<file path="config.mk">
export PLATFORM = sky130hd
export DESIGN_NAME = register32_8
export DESIGN_NICKNAME = d
export VERILOG_FILES = /design/src/rtl/register32_8.sv
export SDC_FILE = /design/constraint.sdc
export NUM_CORES = 1
export LEC_CHECK = 0
export ABC_AREA = 1
export BUFFER_PORTS_ARGS = -buffer_cell sky130_fd_sc_hd__buf_4
export CAP_MARGIN = 10
export CORE_AREA = 2 2 157 159
export DETAILED_ROUTE_END_ITERATION = 16
export DIE_AREA = 0 0 159 161
export GPL_ROUTABILITY_DRIVEN = 0
export SYNTH_ARGS = -nofsm -noshare
export SYNTH_HDL_FRONTEND = slang
export SYNTH_SLANG_ARGS = --single-unit
export TNS_END_PERCENT = 20
</file>
<file path="constraint.sdc">
create_clock -name clk -period 2.4 [get_ports clk]
set_input_delay 0.12 -clock clk [delete_from_list [all_inputs] [get_ports clk]]
set_output_delay 0.12 -clock clk [all_outputs]
set_load 0.05 [all_outputs]
</file>
<file path="src/rtl/register32_8.sv">
// Bank of eight WIDTH-bit registers sharing one write-data bus, with a per-register write enable.
// Optional macro REGISTER32_8_ZERO_REG_EN hardwires register 0 to zero (en[0] ignored).
module register32_8 #(
  parameter int WIDTH = 32
) (
  input  logic             clk,
  input  logic             reset_n,
  input  logic [7:0]       en,
  input  logic [WIDTH-1:0] d_in,
  output logic [WIDTH-1:0] d_out0,
  output logic [WIDTH-1:0] d_out1,
  output logic [WIDTH-1:0] d_out2,
  output logic [WIDTH-1:0] d_out3,
  output logic [WIDTH-1:0] d_out4,
  output logic [WIDTH-1:0] d_out5,
  output logic [WIDTH-1:0] d_out6,
  output logic [WIDTH-1:0] d_out7
);

`ifdef REGISTER32_8_ZERO_REG_EN
  // Register 0 is cleared by reset and can never be written afterwards, so it stays zero.
  localparam logic [7:0] WR_MASK = 8'hFE;
`else
  localparam logic [7:0] WR_MASK = 8'hFF;
`endif

  logic [WIDTH-1:0] regs [8];
  logic [7:0]       wr_en;

  assign wr_en = en & WR_MASK;

  // Reset wins over any write in the same cycle.
  always_ff @(posedge clk) begin
    if (!reset_n) begin
      for (int i = 0; i < 8; i++) regs[i] <= '0;
    end else begin
      for (int i = 0; i < 8; i++) begin
        if (wr_en[i]) regs[i] <= d_in;
      end
    end
  end

  assign d_out0 = regs[0];
  assign d_out1 = regs[1];
  assign d_out2 = regs[2];
  assign d_out3 = regs[3];
  assign d_out4 = regs[4];
  assign d_out5 = regs[5];
  assign d_out6 = regs[6];
  assign d_out7 = regs[7];

endmodule

</file>
==> reports/qor.yml <==
outcome:
  status: "finished, final reports clean"
clock_network:
  clockRootBuffer: "clkbuf_16"
  h-tree-depth: 1
  clockBufferDepth: 3
  clk_pin_slew_ns: 0.06
  ctsResizeCount: 0
  cts_buffers: 27
  cts_tree: "yes"
  clkSinkCount: 256
worst_setup_path:
  cp_slowest_cell: "edfxtp_1"
  crit_buf_inv: 1
  setup.worst_path.start_class: "flop"
  crit_path_max_fanout: 1
  path_delay_family: "flip-flops"
  end_kind: "primary output"
  crit_arrival_ns: 1.19
  path_class: "reg2out"
  slowest_delay_ns: 0.44
  crit_required_ns: 2.28
  cp-startpoint: "regs[0][39]"
  crit_path_cell_trace: "buf_4"
global_routing:
  overflow: 0
  grt_max_degree: 47
  grt_pass1_wl_um: 37190
  antenna_found_initial: 0
  grtUsageTotal: 0.1948
  grt_pass1_vias: 5922
hold_path:
  hold_path.class: "in2reg"
  hold_start: "en[4]"
power:
  ir_worst_vdd_v: 0.0005410
  switchingPower_mw: 3.519
  pwr-share-seq: 0.475
  pwr-share-comb: 0.209
  pwr-share-clk: 0.317
  p_leak_nw: 5.791
  p_sw_frac: 0.3061
  power_density_mw_per_mm2: 901.6
  internal_power_mw: 7.975
cells_and_area:
  syn2layout_area_growth_pct: 41.61
  fin_nets: 981
  regMostFlops: "regs"
  fin_util: 0.5320
  drive_gt1_frac: 0.3745
  largest_register_ffs: 256
  n_antenna_cell: 0
  reg_top3: "regs (256)"
sta:
  tightest_slew_ns: 0.7886
  maxSlewViolCount: 0
  rsz0062_at_grt: "no"
  fin_tns_setup_ns: 0
  setup_viol_count_final: 0
  worst_slack_ns: 1.094
  hold_violations: 0
  max_freq_mhz: 765.7
  period_needed_ns: 1.306
  fin_crit_sh: 0.5442
  slew_headroom: 0.4724
route:
  dr_total_vias: 5808
  wirelength_um: 25530
  drtIter0Drc: 345
  first_pass_iters: 4
  wl_per_cell_um: 19.95
  ant_nets: 0
  drc: 0
  viasPerCell: 4.538
place:
  place_ws_ns: 0.5656
  port_buffers: 297
  hpwl_um: 17270
synthesis:
  synth.most_common_cell: "edfxtp_1"
  ys_seq_elements: 256
  avgSynthCellArea_um2: 15.28
  synth_cell_types: 8
  synth_top_area_share: 0.8539
  synth_nets: 631
  ys.flop_type: "edfxtp_1"
  synth_top_cell_by_area: "edfxtp_1"
  syn-cell-area_mm2: 0.009002
  syn_inst: 589
  ys.warnings.count: 0
  synth_common_cells: "edfxtp_1 (256), nor2_1 (192), inv_1 (72), nand2_1 (40), buf_2 (19)"
  synthTopCellsByArea: "edfxtp_1 (85%), nor2_1 (8.0%), inv_1 (3.0%)"
  synth-async-reset-ratio: 0
  ys_seq_area_frac: 0.8539
  synth_edf_count: 256
job:
  max-cap-violations: 0
die:
  die_y_um: 161
  die_w_um: 159
  rows: 57
  ios: 298
  core_area_mm2: 0.02396
  start_util: 0.3757
  dieArea_mm2: 0.02560
placed cells by master, fill, tap and decap left out, drive strengths merged:
cell type	n
buf	312
clkbuf	35
clkinv	10
dlygate4sd3	32
edfxtp	256
inv	73
nand2	46
nor2	192
cell families after synthesis:
logic type	share of synthesized area
DFF	0.8539
buffers and inverters	0.04517
and+or+nand+nor	0.1009
routing by layer:
metal | GRT usage | wire length [µm] | vias up
met5 | 0 | 0 | -
li1 | - | - | 2660
met3 | 0.06574 | 2553 | 34
met4 | 0.04463 | 410 | 0
met2 | 0.3261 | 12090 | 284
met1 | 0.2474 | 10480 | 2830
path summary, 6_finish.rpt:
kind    endpoint  depth (start not counted)
min   regs[1][6]                          3
max    d_out1[7]                          1
layout make-up:
type	instances	area, µm²
Clock inverter	11	51.30
Sequential cell	256	7687
Tap cell	324	405.4
Fill cell	2043	11210
Clock buffer	35	705.7
Timing Repair Buffer	344	2700
Inverter	72	270.3
Multi-Input combinational cell	238	928.4
power groups by stage:
stage                     clock network [mW]  logic [mW]  registers (mW)
after floorplan                            0       0.228            6.85
after global placement                     0        2.36            5.54
after detailed placement                   0        2.38            5.55
after CTS                               3.71        2.42            5.46
after global routing                    3.90        2.48            5.49
final                                   3.64        2.40            5.45
what timing repair did:
item	CTS	global route
hold endpoints to repair	115	0
endpoints found under the setup margin	0	0
setup buffers	0	0
hold buffers	32	0
metrics by stage:
stage	power (mW)	area, µm²	hold slack (ns)	std cells
final	11.49	12750	0.09143	1280
after CTS	11.59	12750	0.08269	1280
after global placement	7.896	11670	0.4021	1202
after floorplan	7.083	9002	0.3040	589
after detailed placement	7.921	11670	0.4091	1202
after global routing	11.87	12750	0.1039	1280
(Power assumes the default switching activity.)
